### src/rtl/char_feeder_if.sv
// Byte-stream interface between the ASCII source, the char_feeder and the keyword checker.
// The master side drives source data and control; the slave side is the feeder itself.
interface char_feeder_if #(
  parameter int DEPTH = 8
);
  localparam int LW = $clog2(DEPTH) + 1;

  logic [7:0]    in_data;
  logic          in_valid;
  logic          in_ready;
  logic          hold;
  logic          flush;
  logic [7:0]    out_char;
  logic          out_real;
  logic [LW-1:0] level;

  modport master (
    output in_data, in_valid, hold, flush,
    input  in_ready, out_char, out_real, level
  );

  modport slave (
    input  in_data, in_valid, hold, flush,
    output in_ready, out_char, out_real, level
  );
endinterface

### src/rtl/char_feeder.sv
// Buffers source bytes in a small circular FIFO, folds tab/LF/CR to space, drops NUL,
// and emits exactly one character per clock, padding with PAD whenever nothing is popped.
module char_feeder #(
  parameter int          DEPTH = 8,
  parameter logic [7:0]  PAD   = 8'h20
) (
  input  logic         clk,
  input  logic         reset,
  char_feeder_if.slave bus
);
  localparam int PW = $clog2(DEPTH);
  localparam int LW = PW + 1;

  function automatic logic [7:0] map_ws(input logic [7:0] c);
    logic [7:0] r;
    r = c;
    if (c == 8'h09 || c == 8'h0A || c == 8'h0D) r = 8'h20;
    return r;
  endfunction

  logic [7:0]    mem_q [DEPTH];
  logic [PW-1:0] wr_ptr_q, wr_ptr_d;
  logic [PW-1:0] rd_ptr_q, rd_ptr_d;
  logic [LW-1:0] level_q, level_d;
  logic [7:0]    out_char_q, out_char_d;
  logic          out_real_q, out_real_d;
  logic          push, store, pop;

  assign bus.in_ready = (level_q != LW'(DEPTH));
  assign bus.out_char = out_char_q;
  assign bus.out_real = out_real_q;
  assign bus.level    = level_q;

  // A NUL or a byte arriving during flush completes the handshake but never lands in the buffer.
  assign push  = bus.in_valid && bus.in_ready;
  assign store = push && (bus.in_data != 8'h00) && !bus.flush;
  assign pop   = !bus.hold && (level_q != '0) && !bus.flush;

  always_comb begin
    wr_ptr_d   = wr_ptr_q;
    rd_ptr_d   = rd_ptr_q;
    level_d    = level_q;
    out_char_d = PAD;
    out_real_d = 1'b0;
    if (bus.flush) begin
      wr_ptr_d = '0;
      rd_ptr_d = '0;
      level_d  = '0;
    end else begin
      if (store) wr_ptr_d = wr_ptr_q + 1'b1;
      if (pop) begin
        rd_ptr_d   = rd_ptr_q + 1'b1;
        out_char_d = mem_q[rd_ptr_q];
        out_real_d = 1'b1;
      end
      case ({store, pop})
        2'b10:   level_d = level_q + 1'b1;
        2'b01:   level_d = level_q - 1'b1;
        default: level_d = level_q;
      endcase
    end
  end

  always_ff @(posedge clk or posedge reset) begin
    if (reset) begin
      wr_ptr_q   <= '0;
      rd_ptr_q   <= '0;
      level_q    <= '0;
      out_char_q <= PAD;
      out_real_q <= 1'b0;
    end else begin
      wr_ptr_q   <= wr_ptr_d;
      rd_ptr_q   <= rd_ptr_d;
      level_q    <= level_d;
      out_char_q <= out_char_d;
      out_real_q <= out_real_d;
    end
  end

  // Buffer contents are don't-care after reset; validity is tracked by level_q alone.
  always_ff @(posedge clk) begin
    if (store) mem_q[wr_ptr_q] <= map_ws(bus.in_data);
  end
endmodule

### src/flat_wrapper.sv
// flat-port wrapper written by rule: the top's interface ports become plain ports
module char_feeder_flat 
#(
  parameter int          DEPTH = 8,
  parameter logic [7:0]  PAD   = 8'h20
)
  (clk, reset, bus_in_data, bus_in_valid, bus_hold, bus_flush, bus_in_ready, bus_out_char, bus_out_real, bus_level);
  char_feeder_if #(.DEPTH(DEPTH)) bus_i ();
  input  logic clk;
  input  logic reset;
  input wire logic [$bits(bus_i.in_data)-1:0] bus_in_data;
  input wire logic [$bits(bus_i.in_valid)-1:0] bus_in_valid;
  input wire logic [$bits(bus_i.hold)-1:0] bus_hold;
  input wire logic [$bits(bus_i.flush)-1:0] bus_flush;
  output wire logic [$bits(bus_i.in_ready)-1:0] bus_in_ready;
  output wire logic [$bits(bus_i.out_char)-1:0] bus_out_char;
  output wire logic [$bits(bus_i.out_real)-1:0] bus_out_real;
  output wire logic [$bits(bus_i.level)-1:0] bus_level;
  assign bus_i.in_data = bus_in_data;
  assign bus_i.in_valid = bus_in_valid;
  assign bus_i.hold = bus_hold;
  assign bus_i.flush = bus_flush;
  assign bus_in_ready = bus_i.in_ready;
  assign bus_out_char = bus_i.out_char;
  assign bus_out_real = bus_i.out_real;
  assign bus_level = bus_i.level;
  char_feeder #(.DEPTH(DEPTH), .PAD(PAD)) u_core (.clk(clk), .reset(reset), .bus(bus_i));
endmodule
### config.mk
export PLATFORM = sky130hd
export DESIGN_NAME = char_feeder_flat
export DESIGN_NICKNAME = d
export VERILOG_FILES = /design/src/rtl/char_feeder_if.sv /design/src/rtl/char_feeder.sv /design/src/flat_wrapper.sv
export SDC_FILE = /design/constraint.sdc
export NUM_CORES = 1
export LEC_CHECK = 0
export BUFFER_PORTS_ARGS = -buffer_cell sky130_fd_sc_hd__buf_4
export CAP_MARGIN = 20
export CORE_ASPECT_RATIO = 0.75
export CORE_UTILIZATION = 52
export DETAILED_ROUTE_END_ITERATION = 10
export PLACE_DENSITY = 0.79
export SYNTH_ARGS = -nofsm -noshare
export SYNTH_HDL_FRONTEND = slang
export SYNTH_SLANG_ARGS = --single-unit
export TNS_END_PERCENT = 100
### constraint.sdc
create_clock -name clk -period 3.6 [get_ports clk]
set_input_delay 0.18 -clock clk [delete_from_list [all_inputs] [get_ports clk]]
set_output_delay 0.18 -clock clk [all_outputs]
set_load 0.05 [all_outputs]
==> key figures, run 1 <==
Status
  • Run status: finished, violations left
  • Failing checks: negative hold slack

Synthesis
  • Post-synthesis net count: 212
  • EDFF count, synth: 64
  • Primary FF master, synth: edfxtp_1
  • Synth Warn #: 0
  • Syn avg cell area: 17.7 um2
  • Cells after Synth: 194
  • Number of library cell types mapped by synthesis: 40
  • Synthesized area: 3430 um2
  • #FFs+latches synth: 83
  • Sequential-to-total area share from yosys stat: 70.0%
  • Asr flop ratio synth: 22.9%

Clocking
  • Postcts setup bufs: 0
  • Gates resized, CTS repair: 0
  • CTS sink cnt: 83
  • Root Buffer: clkbuf_8
  • Clk_lat worst skew: 340 ps
  • Max Root-Sink Buffers: 2
  • Post-CTS Hold Buffers: 0
  • Inserted Clock Buffers: 9
  • CTS H-Tree Depth: 3
  • TritonCTS clock tree: done
  • Clock slew at reported path FFs: 80 ps

Flow run
  • Max-cap viol count: 0

Global routing
  • Grt ovf: 0
  • GRT Overall Usage: 19.9%
  • Initial antenna violation count: 0
  • First-pass GRT wire length: 9410 um
  • Vias in the first global route: 1,751
  • Largest net degree at the start of global routing: 20

Critical path
  • Crit path kind: register to register
  • Worst r2r src: u_core.bus.level[0]
  • Worst reg-to-reg path cell count: 10
  • RR Endpoint: u_core.bus.level[3]
  • Worst path slowest cell: or4b_4
  • Origin of the worst setup path: u_core.bus.level[0]
  • CP max stage delay: 590 ps
  • R2r setup slk: 780 ps
  • Critical path capture point: u_core.bus.level[3]
  • Crit Path Max Fanout: 11
  • Most used cell, CP: a21o_1
  • Worst EP required: 3880 ps
  • CP Launch Type: register
  • CP arrival: 3100 ps
  • Critical Path Sink Type: register
  • Crit-path cells: or4b_4, o211ai_2, buf_4, nor2b_1, ha_1, a21o_1, a21oi_1, nand3_1, a21o_1, a21oi_2

Pwr
  • Worst vdd ir: 0.240 mV
  • P_leak: 1.42 nW
  • Tot Pwr: 2.61 mW
  • Power density cells: 663 nW/um2

Routing
  • DR pass1 iterations: 4
  • Routed wire per std cell: 19.0 um
  • Vias per cell: 5.61
  • DRT antenna net count: 0
  • DRC: 0
  • Vias: 1,763
  • Drt total wl: 5960 um
  • Starting DRT DRC Count: 145

STA
  • Min Hold Slack: -2.35 ps
  • Clock Skews: 11.5 ps
  • Setup WS post-layout: 778 ps
  • Total negative slack: 0 ps
  • Fin. Hold Viols: 5
  • Tcrit/Tclk final: 78.4%
  • Slew Viols, Final: 0
  • RSZ-0062 raised after global routing: no
  • Max Fclk: 0.354 GHz
  • Final setup vio count: 0
  • Final min period: 2820 ps
  • Slew Limit Headroom: 35.2%
  • Worst-Margin Slew: 968 ps

Floorplanning
  • Core Rows: 25
  • Full die area: 6930 um2
  • Die Y: 72.3 um
  • Initial Utilization: 54.3%
  • Core Area: 6320 um2
  • Ports: 27
  • DIE WIDTH: 95.8 um

Finish
  • Design area: 3940 um2
  • Area Growth Syn to Fin: 14.9%
  • Most common cell after layout, fill and taps aside: edfxtp_1
  • Fillcell total: 445
  • Final cell count without fillers: 314
  • Nets: 246
  • Most frequent cells in the layout: edfxtp_1 (64), buf_4 (34), nor2_1 (21)
  • Util after Layout: 62.3%
  • Antenna diode count: 0
  • Share of layout cells above drive strength 1: 32.2%

Place
  • GPL Wtd Cong: 0.791
  • Post-Place Setup Slack: 801 ps
  • Buffers on Ports: 26
  • Placed Cells: 298
  • Detail Placement HPWL: 3880 um
  • Post-Place Cell Area: 3730 um2

Min path
  • Hold Path Class: input pin to async pin
==> state kept, by name, summed over array words and instances (netlist names) <==
| name | cells |
|---|---|
| u_core.bus.out_char | 8 |
| u_core.wr_ptr_q | 3 |
| u_core.mem_q | 64 |
| u_core.bus.level | 4 |
| u_core.bus.out_real | 1 |
| u_core.rd_ptr_q | 3 |
==> report_power, final <==
part           total (mW)  internal (mW)  switching, mW
Clock               0.677          0.362          0.315
Combinational       0.706          0.332          0.373
Sequential           1.23           1.11          0.121
Total                2.61           1.80          0.810
==> worst min-delay path by stage <==
stage | start | end | slack, ps | depth (start not counted)
3_3_place_gp | reset | u_core.bus.out_real | 360 | 2
5_1_grt | reset | u_core.bus.out_char[1] | 50 | 2
6_report | reset | u_core.bus.out_char[1] | -2 | 2
4_1_cts | reset | u_core.wr_ptr_q[1] | 20 | 2
2_1_floorplan | reset | u_core.bus.level[0] | 130 | 1
3_5_place_dp | reset | u_core.bus.out_real | 400 | 2
==> final cells by class <==
class	instances	area, um2	share of cell area, %
flip-flops and latches	83	2400	60.9
multi-input cells	96	963	24.5
repair buffers	34	255	6.48
clock buffers	13	159	4.03
well taps	81	101	2.57
clock inverters	3	46.3	1.18
inverters	4	15.0	0.381
==> metal layers <==
layer,track usage (%),vias to the layer above,wire [um]
met5,0,-,0
met4,5.31,0,53
met3,7.02,9,358
met2,30.6,51,2910
met1,27.2,892,2640
li1,-,811,-
==> Yosys cell counts, types with 2 or more instances <==
cell      number  area (um2)
a21o_1         2        15.0
a21oi_1        2        10.0
and2_1         4        25.0
buf_2          2        10.0
clkbuf_1       7        26.3
dfrtp_1       18         450
edfxtp_1      64        1920
ha_1           4        50.1
inv_1          4        15.0
mux2i_1       11         110
mux4_2        16         360
nand2_1        3        11.3
nand3_1        2        10.0
nor2_1        21        78.8
nor3_1         3        15.0
nor4b_1        2        17.5
or3_1          2        12.5
or4_4          2        22.5
xnor2_1        3        26.3
xor2_1         2        17.5
==> kinds of logic (layout without fill, tap and decap cells) <==
group                      count (synthesis)  in the layout  share of synthesized area (%)
DFF                                       83             83                           70.0
muxes                                     27             27                           13.7
and+or+nand+nor                           50             50                           8.43
xor gates and xnor gates                   6              6                           2.08
AOI/OAI and AO/OA                          8              8                           1.82
buffers and inverters                     15             54                           1.93
adders and majority gates                  5              5                           2.04
==> critical path: cells and delay by family (launching register included) <==
family	cells	cell delay (ps)
simple gates	3	1000
buf+inv	1	220
flops	1	480
fa+ha+maj	1	290
compound gates	5	770
No activity file was read; power rests on OpenSTA's default activity.
==> inputs of run 2 (changes only) <==
--- a/config.mk
+++ b/config.mk
@@ -5,12 +5,13 @@
 export SDC_FILE = /design/constraint.sdc
 export NUM_CORES = 1
 export LEC_CHECK = 0
+export ABC_AREA = 1
 export BUFFER_PORTS_ARGS = -buffer_cell sky130_fd_sc_hd__buf_4
 export CAP_MARGIN = 20
 export CORE_ASPECT_RATIO = 0.75
 export CORE_UTILIZATION = 52
 export DETAILED_ROUTE_END_ITERATION = 10
-export PLACE_DENSITY = 0.79
+export PLACE_DENSITY = 0.81
 export SYNTH_ARGS = -nofsm -noshare
 export SYNTH_HDL_FRONTEND = slang
 export SYNTH_SLANG_ARGS = --single-unit
==> constraint.sdc (replaced) <==
create_clock -name clk -period 2.4 [get_ports clk]
set_input_delay 0.12 -clock clk [delete_from_list [all_inputs] [get_ports clk]]
set_output_delay 0.12 -clock clk [all_outputs]
set_load 0.05 [all_outputs]
==> run 2 against run 1 <==
  * Clock-buffer cell count is 1 lower
  * The run now ends clean
  * Sequential share of layout area shrank 1.6 points
  * Cell area grew 2.8%
  * Clock skew shrank 4.5 ps
  * Worst hold slack better by 57 ps
  * Area after synthesis grew 1.9%
  * Core utilization rose by 1.1 points
  * Highest routed layer unchanged
  * Total power up 44%
  * Register-to-register slack got worse by 530 ps
  * Critical path type is now input pin to register
==> key figures, run 2 <==
Status
  • Run status: finished clean (was finished, violations left)

Pwr
  • P_leak: 1.65 nW (was 1.42 nW)
  • Seq pwr share: 45.7% (was 47.0%)
  • Clock power frac: 26.1% (was 25.9%)
  • Power density cells: 932 nW/um2 (was 663 nW/um2)
  • Switching part of the total: 34.3% (was 31.0%)
  • Int Pwr: 2.48 mW (was 1.80 mW)
  • Switching pwr: 1.29 mW (was 0.810 mW)
  • Tot Pwr: 3.77 mW (was 2.61 mW)
  • Logic pwr share: 28.2% (was 27.0%)
  • Worst vdd ir: 0.440 mV (was 0.240 mV)

Place
  • Post-Place Cell Area: 3810 um2 (was 3730 um2)
  • Detail Placement HPWL: 4660 um (was 3880 um)
  • Post-Place Setup Slack: 276 ps (was 801 ps)
  • Placed Cells: 402 (was 298)
  • Buffers on Ports: 26 (unchanged)
  • GPL Wtd Cong: 0.879 (was 0.791)

Critical path
  • Crit-path cells: dlygate4sd3_1, buf_4, inv_1, nand2_1, nor2_1, nand2_1, nand2_2, nand2_4, inv_1, ha_1, a21oi_2, nand2_1, nand2_1, nand2_1, nand3_1, nand2_1, nand3_1, nand2_1 (was or4b_4, o211ai_2, buf_4, nor2b_1, ha_1, a21o_1, a21oi_1, nand3_1, a21o_1, a21oi_2)
  • Critical path capture point: u_core.bus.level[3] (unchanged)
  • Crit Path Max Fanout: 9 (was 11)
  • WP buf/inv: 4 (was 1)
  • Origin of the worst setup path: bus_in_data[4] (was u_core.bus.level[0])
  • CP arrival: 2450 ps (was 3100 ps)
  • Worst r2r src: u_core.bus.level[0] (unchanged)
  • CP max stage delay: 540 ps (was 590 ps)
  • CP Launch Type: input pin (was register)
  • R2r setup slk: 250 ps (was 780 ps)
  • Worst EP required: 2650 ps (was 3880 ps)
  • Critical Path Sink Type: register (unchanged)
  • Most used cell, CP: nand2_1 (was a21o_1)
  • Worst reg-to-reg path cell count: 16 (was 10)
  • Worst path slowest cell: dlygate4sd3_1 (was or4b_4)
  • CP top delay family: simple AND/OR/NAND/NOR gates (unchanged)
  • RR Endpoint: u_core.bus.level[3] (unchanged)
  • CP Depth: 18 (was 10)
  • Crit path kind: input pin to register (was register to register)

Synthesis
  • Synthesized area: 3490 um2 (was 3430 um2)
  • EDFF count, synth: 64 (unchanged)
  • Sequential-to-total area share from yosys stat: 68.6% (was 70.0%)
  • Synth top area share: 55.0% (was 56.1%)
  • Adder-cell share of the synthesized area: 2.01% (was 2.04%)
  • Primary FF master, synth: edfxtp_1 (unchanged)
  • Leading area contributor after synthesis: edfxtp_1 (unchanged)
  • Asr flop ratio synth: 22.9% (unchanged)
  • Post-synth top cells: edfxtp_1 (64), nor2_1 (45), o21ai_0 (36), nand2_1 (31), inv_1 (20) (was edfxtp_1 (64), nor2_1 (21), dfrtp_1 (18), mux4_2 (16), mux2i_1 (11))
  • Most frequent cell after synthesis: edfxtp_1 (unchanged)
  • Post-synthesis net count: 315 (was 212)
  • Syn avg cell area: 11.8 um2 (was 17.7 um2)
  • Top post-synthesis cells by area: edfxtp_1 (55%), dfrtp_1 (13%), o21ai_0 (5.2%), nor2_1 (4.8%), o221ai_1 (3.5%) (was edfxtp_1 (56%), dfrtp_1 (13%), mux4_2 (11%), mux2i_1 (3.2%), nor2_1 (2.3%))
  • Synth Warn #: 0 (unchanged)
  • #FFs+latches synth: 83 (unchanged)
  • Compound-gate portion of the synthesized area: 10.1% (was 1.82%)
  • Mux cell area share after synthesis: 0% (was 13.7%)
  • Cells after Synth: 297 (was 194)
  • Simple-gate portion of the synthesized area: 14.4% (was 8.43%)
  • Number of library cell types mapped by synthesis: 27 (was 40)
  • Combinational family with the most area after synthesis: simple AND/OR/NAND/NOR gates (was multiplexers)
  • Synth Area in XOR/XNOR: 0.251% (was 2.08%)

Finish
  • Final cell count without fillers: 422 (was 314)
  • Area Growth Syn to Fin: 15.8% (was 14.9%)
  • Most frequent cells in the layout: edfxtp_1 (64), nor2_1 (45), buf_4 (37) (was edfxtp_1 (64), buf_4 (34), nor2_1 (21))
  • Nets: 354 (was 246)
  • Most common cell after layout, fill and taps aside: edfxtp_1 (unchanged)
  • Design area: 4050 um2 (was 3940 um2)
  • Max FFs per register: 64 (unchanged)
  • Largest Register: u_core.mem_q (unchanged)
  • Util after Layout: 63.4% (was 62.3%)
  • Fillcell total: 493 (was 445)
  • Antenna diode count: 0 (unchanged)
  • Share of layout cells above drive strength 1: 20.5% (was 32.2%)

STA
  • Setup WS post-layout: 194 ps (was 778 ps)
  • Clock Skews: 7.05 ps (was 11.5 ps)
  • Slew Viols, Final: 0 (unchanged)
  • RSZ-0062 raised after global routing: no (unchanged)
  • Slew Limit Headroom: 49.3% (was 35.2%)
  • Max Fclk: 0.453 GHz
  • Min Hold Slack: 55.0 ps (was -2.35 ps)
  • Tcrit/Tclk final: 91.9%
  • Fin. Hold Viols: 0 (was 5)
  • Worst-Margin Slew: 760 ps (was 968 ps)
  • Total negative slack: 0 ps (unchanged)
  • Final setup vio count: 0 (unchanged)
  • Final min period: 2210 ps

Routing
  • Starting DRT DRC Count: 215 (was 145)
  • Routed wire per std cell: 17.7 um (was 19.0 um)
  • DRC: 0 (unchanged)
  • Vias: 2,354 (was 1,763)
  • DR pass1 iterations: 5 (was 4)
  • DRT antenna net count: 0 (unchanged)
  • Vias per cell: 5.58 (was 5.61)
  • Drt total wl: 7460 um (was 5960 um)

Clocking
  • CTS H-Tree Depth: 3 (unchanged)
  • Inserted Clock Buffers: 9 (unchanged)
  • Root Buffer: clkbuf_8 (unchanged)
  • Postcts setup bufs: 0 (unchanged)
  • Clock slew at reported path FFs: 80 ps (about the same)
  • TritonCTS clock tree: done (unchanged)
  • Clk_lat worst skew: 350 ps (was 340 ps)
  • CTS sink cnt: 83 (unchanged)
  • Max Root-Sink Buffers: 2 (unchanged)

Floorplanning
  • Core Area: 6380 um2 (was 6320 um2)
  • Die Y: 73.0 um (was 72.3 um)
  • Full die area: 7060 um2 (was 6930 um2)
  • Core Rows: 25 (unchanged)
  • DIE WIDTH: 96.7 um (was 95.8 um)
  • Ports: 27 (unchanged)
  • Initial Utilization: 54.8% (was 54.3%)

Min path
  • Worst hold start: bus_flush
  • Hold Path Class: input pin to register (was input pin to async pin)

Global routing
  • Largest net degree at the start of global routing: 36 (was 20)
  • Initial antenna violation count: 0 (unchanged)
  • GRT Overall Usage: 23.0% (was 19.9%)
  • First-pass GRT wire length: 11,900 um (was 9410 um)
  • Grt ovf: 0 (unchanged)
  • Vias in the first global route: 2,314 (was 1,751)

Flow run
  • Max-cap viol count: 0 (unchanged)
==> run 2: changes by cell type in the layout (fill, tap and decap cells not counted), sizes merged, moves of 15 or more <==
cell / previous run / this run
nor2: 22 / 48
nand3: 2 / 17
inv: 5 / 25
o21ai: 0 / 36
mux4: 16 / 0
nand2: 3 / 38
==> run 2: worst min path at each step <==
stage                                endpoint  slack, ps  cells past startpoint
after floorplan           u_core.bus.level[0]         70                      1
final                     u_core.bus.level[0]         50                      4
after global placement    u_core.bus.out_real        310                      2
after CTS                 u_core.bus.level[0]         40                      4
after detailed placement  u_core.bus.out_real        320                      2
after global routing      u_core.bus.level[0]         90                      4
==> run 2: repair_timing <==
item	CTS	global route
endpoints found under the hold margin	37	0
resized for setup	0	1
endpoints found under the setup margin	0	1
hold buffers	4	0
==> run 2: metal layers <==
layer | vias to the layer above | part of all wire, % | global-route usage (%)
met3 | 6 | 11 | 6.13
li1 | 1117 | - | -
met5 | - | 0 | 0
met4 | 0 | 0.50 | 8.62
met2 | 124 | 47 | 35.4
met1 | 1107 | 42 | 32.0
==> run 2: cell families after synthesis <==
logic type      Yosys count
buf+inv                  39
simple gates            111
xor+xnor                  1
flops                    83
compound gates           58
fa+ha+maj                 5
==> run 2: cell type report <==
type	instances	area, um2	area share [%]
inverter	26	97.6	2.41
tap	81	101	2.50
timing repair buffer	41	318	7.85
clock buffer	12	145	3.59
sequential	83	2400	59.3
multi-input combinational	175	937	23.2
clock inverter	4	50.0	1.24
==> run 2: tightest hold or removal path: stages <==
cell,delay [ps]
buf_4,110
nor2_1,40
nand2_1,50
nand2_1,50
==> run 2: power by group through the flow <==
stage	sequential [mW]	clock, mW	combinational [mW]
2_1_floorplan	1.95	0	0.563
3_3_place_gp	1.75	0	1.02
3_5_place_dp	1.75	0	1.05
4_1_cts	1.72	0.996	1.06
5_1_grt	1.74	1.04	1.16
6_report	1.72	0.985	1.06
==> inputs of run 3 (changes only) <==
--- a/config.mk
+++ b/config.mk
@@ -6,7 +6,7 @@
 export NUM_CORES = 1
 export LEC_CHECK = 0
 export ABC_AREA = 1
-export BUFFER_PORTS_ARGS = -buffer_cell sky130_fd_sc_hd__buf_4
+export BUFFER_PORTS_ARGS = -buffer_cell sky130_fd_sc_hd__buf_2
 export CAP_MARGIN = 20
 export CORE_ASPECT_RATIO = 0.75
 export CORE_UTILIZATION = 52
==> constraint.sdc (replaced) <==
create_clock -name clk -period 2.4 [get_ports clk]
set_input_delay 0.6 -clock clk [delete_from_list [all_inputs] [get_ports clk]]
set_output_delay 0.6 -clock clk [all_outputs]
set_load 0.05 [all_outputs]
==> run 3 against run 2 <==
  * Maximum frequency is 2.6% higher
  * Routed wire length is 5.9% lower
  * Combinational power hardly changed
  * Register-to-register slack hardly changed
  * Sequential power hardly changed
  * Total power is 1.4% higher
  * Worst hold slack better by 330 ps
  * Core utilization is 0.67 points lower
  * Critical path depth is 4 lower
  * Via count is 1.3% lower
==> key figures, run 3 (same netlist as run 2, synthesis figures left out) <==
Floorplanning
  • Full die area: 7060 um2 (unchanged)
  • Core Area: 6380 um2 (unchanged)
  • Ports: 27 (unchanged)
  • Initial Utilization: 54.8% (unchanged)
  • DIE WIDTH: 96.7 um (unchanged)
  • Core Rows: 25 (unchanged)
  • Die Y: 73.0 um (unchanged)

Place
  • Detail Placement HPWL: 4620 um (was 4660 um)
  • Post-Place Setup Slack: 20.3 ps (was 276 ps)
  • Placed Cells: 408 (was 402)
  • GPL Wtd Cong: 0.840 (was 0.879)
  • Buffers on Ports: 26 (unchanged)

Pwr
  • Power density cells: 954 nW/um2 (was 932 nW/um2)
  • Logic pwr share: 27.3% (was 28.2%)
  • Seq pwr share: 44.9% (was 45.7%)
  • P_leak: 1.65 nW (about the same)
  • Switching pwr: 1.29 mW (about the same)
  • Worst vdd ir: 0.361 mV (was 0.440 mV)
  • Int Pwr: 2.53 mW (was 2.48 mW)
  • Switching part of the total: 33.8% (was 34.3%)
  • Clock power frac: 27.9% (was 26.1%)

Critical path
  • CP Launch Type: register (was input pin)
  • Worst EP required: 2650 ps (about the same)
  • Worst reg-to-reg path cell count: 14 (was 16)
  • RR Endpoint: u_core.bus.level[3] (unchanged)
  • Crit path kind: register to register (was input pin to register)
  • Critical Path Sink Type: register (unchanged)
  • Crit Path Max Fanout: 7 (was 9)
  • Crit-path cells: nor2_2, a21boi_2, nand2_2, nand2_4, inv_1, ha_1, a21oi_1, nand3_1, nand2_1, inv_1, nand2_1, nand2_1, nand3_1, nand2_1 (was dlygate4sd3_1, buf_4, inv_1, nand2_1, nor2_1, nand2_1, nand2_2, nand2_4, inv_1, ha_1, a21oi_2, nand2_1, nand2_1, nand2_1, nand3_1, nand2_1, nand3_1, nand2_1)
  • R2r setup slk: 250 ps (about the same)
  • Worst path slowest cell: dfrtp_1 (was dlygate4sd3_1)
  • CP arrival: 2400 ps (was 2450 ps)
  • Origin of the worst setup path: u_core.bus.level[1] (was bus_in_data[4])
  • CP max stage delay: 490 ps (was 540 ps)
  • Worst r2r src: u_core.bus.level[1] (was u_core.bus.level[0])
  • Most used cell, CP: nand2_1 (unchanged)

STA
  • RSZ-0062 raised after global routing: no (unchanged)
  • Total negative slack: 0 ps (unchanged)
  • Clock Skews: 8.32 ps (was 7.05 ps)
  • Slew Limit Headroom: 46.7% (was 49.3%)
  • Final min period: 2150 ps (was 2210 ps)
  • Worst-Margin Slew: 799 ps (was 760 ps)
  • Fin. Hold Viols: 0 (unchanged)
  • Max Fclk: 0.465 GHz (was 0.453 GHz)
  • Setup WS post-layout: 251 ps (was 194 ps)
  • Min Hold Slack: 386 ps (was 55.0 ps)
  • Tcrit/Tclk final: 89.6% (was 91.9%)
  • Slew Viols, Final: 0 (unchanged)
  • Final setup vio count: 0 (unchanged)

Routing
  • DR pass1 iterations: 4 (was 5)
  • DRC: 0 (unchanged)
  • Vias per cell: 5.48 (was 5.58)
  • Vias: 2,324 (was 2,354)
  • DRT antenna net count: 0 (unchanged)
  • Routed wire per std cell: 16.5 um (was 17.7 um)
  • Drt total wl: 7020 um (was 7460 um)
  • Starting DRT DRC Count: 226 (was 215)

Clocking
  • Post-CTS Hold Buffers: 0 (was 4)
  • Clk_lat worst skew: 350 ps (about the same)
  • Inserted Clock Buffers: 9 (unchanged)
  • Root Buffer: clkbuf_8 (unchanged)
  • Clock slew at reported path FFs: 80 ps (about the same)
  • Postcts setup bufs: 0 (unchanged)
  • CTS H-Tree Depth: 3 (unchanged)
  • Max Root-Sink Buffers: 2 (unchanged)
  • TritonCTS clock tree: done (unchanged)
  • CTS sink cnt: 83 (unchanged)
  • Gates resized, CTS repair: 0 (unchanged)

Finish
  • Largest Register: u_core.mem_q (unchanged)
  • Share of layout cells above drive strength 1: 22.2% (was 20.5%)
  • Area Growth Syn to Fin: 14.6% (was 15.8%)
  • Most frequent cells in the layout: edfxtp_1 (64), nor2_1 (45), o21ai_0 (36) (was edfxtp_1 (64), nor2_1 (45), buf_4 (37))
  • Antenna diode count: 0 (unchanged)
  • Max FFs per register: 64 (unchanged)
  • Fillcell total: 522 (was 493)
  • Final cell count without fillers: 424 (was 422)
  • Nets: 356 (was 354)
  • Most common cell after layout, fill and taps aside: edfxtp_1 (unchanged)

Global routing
  • Met3 Use GR: 5.84% (was 6.13%)
  • Met1 GRT Util: 28.6% (was 32.0%)
  • Initial antenna violation count: 0 (unchanged)
  • Most used routing layer: met2 (unchanged)
  • Largest net degree at the start of global routing: 36 (unchanged)
  • Vias in the first global route: 2,270 (was 2,314)
  • Grt met2 use: 36.2% (was 35.4%)
  • Grt ovf: 0 (unchanged)
  • First-pass GRT wire length: 11,400 um (was 11,900 um)
  • GRT Overall Usage: 22.1% (was 23.0%)

Min path
  • Hold Path Class: input pin to async pin (was input pin to register)

Status
  • Run status: finished clean (unchanged)

Flow run
  • Max-cap viol count: 0 (unchanged)
==> run 3: worst max path at each step <==
stage / endpoint / slack, ps
floorplan: u_core.bus.level[3] / 120
global placement: u_core.bus.level[3] / 100
detailed placement: u_core.bus.level[3] / 20
CTS: u_core.bus.level[3] / 280
global route: u_core.bus.level[3] / 5
finish: u_core.bus.level[3] / 250
==> run 3: power by group through the flow <==
stage	logic, mW	clock network (mW)	registers (mW)
finish	1.04	1.07	1.71
floorplan	0.563	0	1.95
detailed placement	1.03	0	1.75
global route	1.14	1.14	1.72
global placement	1.00	0	1.74
CTS	1.04	1.08	1.71
==> run 3: worst max-delay path: cells and delay by family, from the launching register on <==
kind,cells,cell delay (ps)
compound gates,2,400
fa+ha+maj,1,320
buf+inv,2,130
flops,1,490
simple gates,9,690
==> run 3: cell type report <==
class	count	area, um2	area share (%)
multi-input combinational	175	933	23.3
tap	81	101	2.53
clock buffer	10	128	3.19
inverter	26	97.6	2.44
clock inverter	6	88.8	2.22
sequential	83	2400	59.9
timing repair buffer	43	258	6.44
==> run 3: layer usage <==
| layer | vias to the layer above | routed length, um |
|---|---|---|
| met1 | 1084 | 2900 |
| met2 | 105 | 3230 |
| met3 | 11 | 791 |
| met4 | 0 | 102 |
| met5 | - | 0 |
| li1 | 1124 | - |
==> run 3: stage by stage <==
step                      total power [mW]  area, um2  utilization [%]
after floorplan                       2.51       3490                -
after global placement                2.74       3790             59.4
after detailed placement              2.78       3790             59.4
after CTS                             3.83       4010             62.8
after global routing                  4.00       4010             62.8
final                                 3.82       4010             62.8
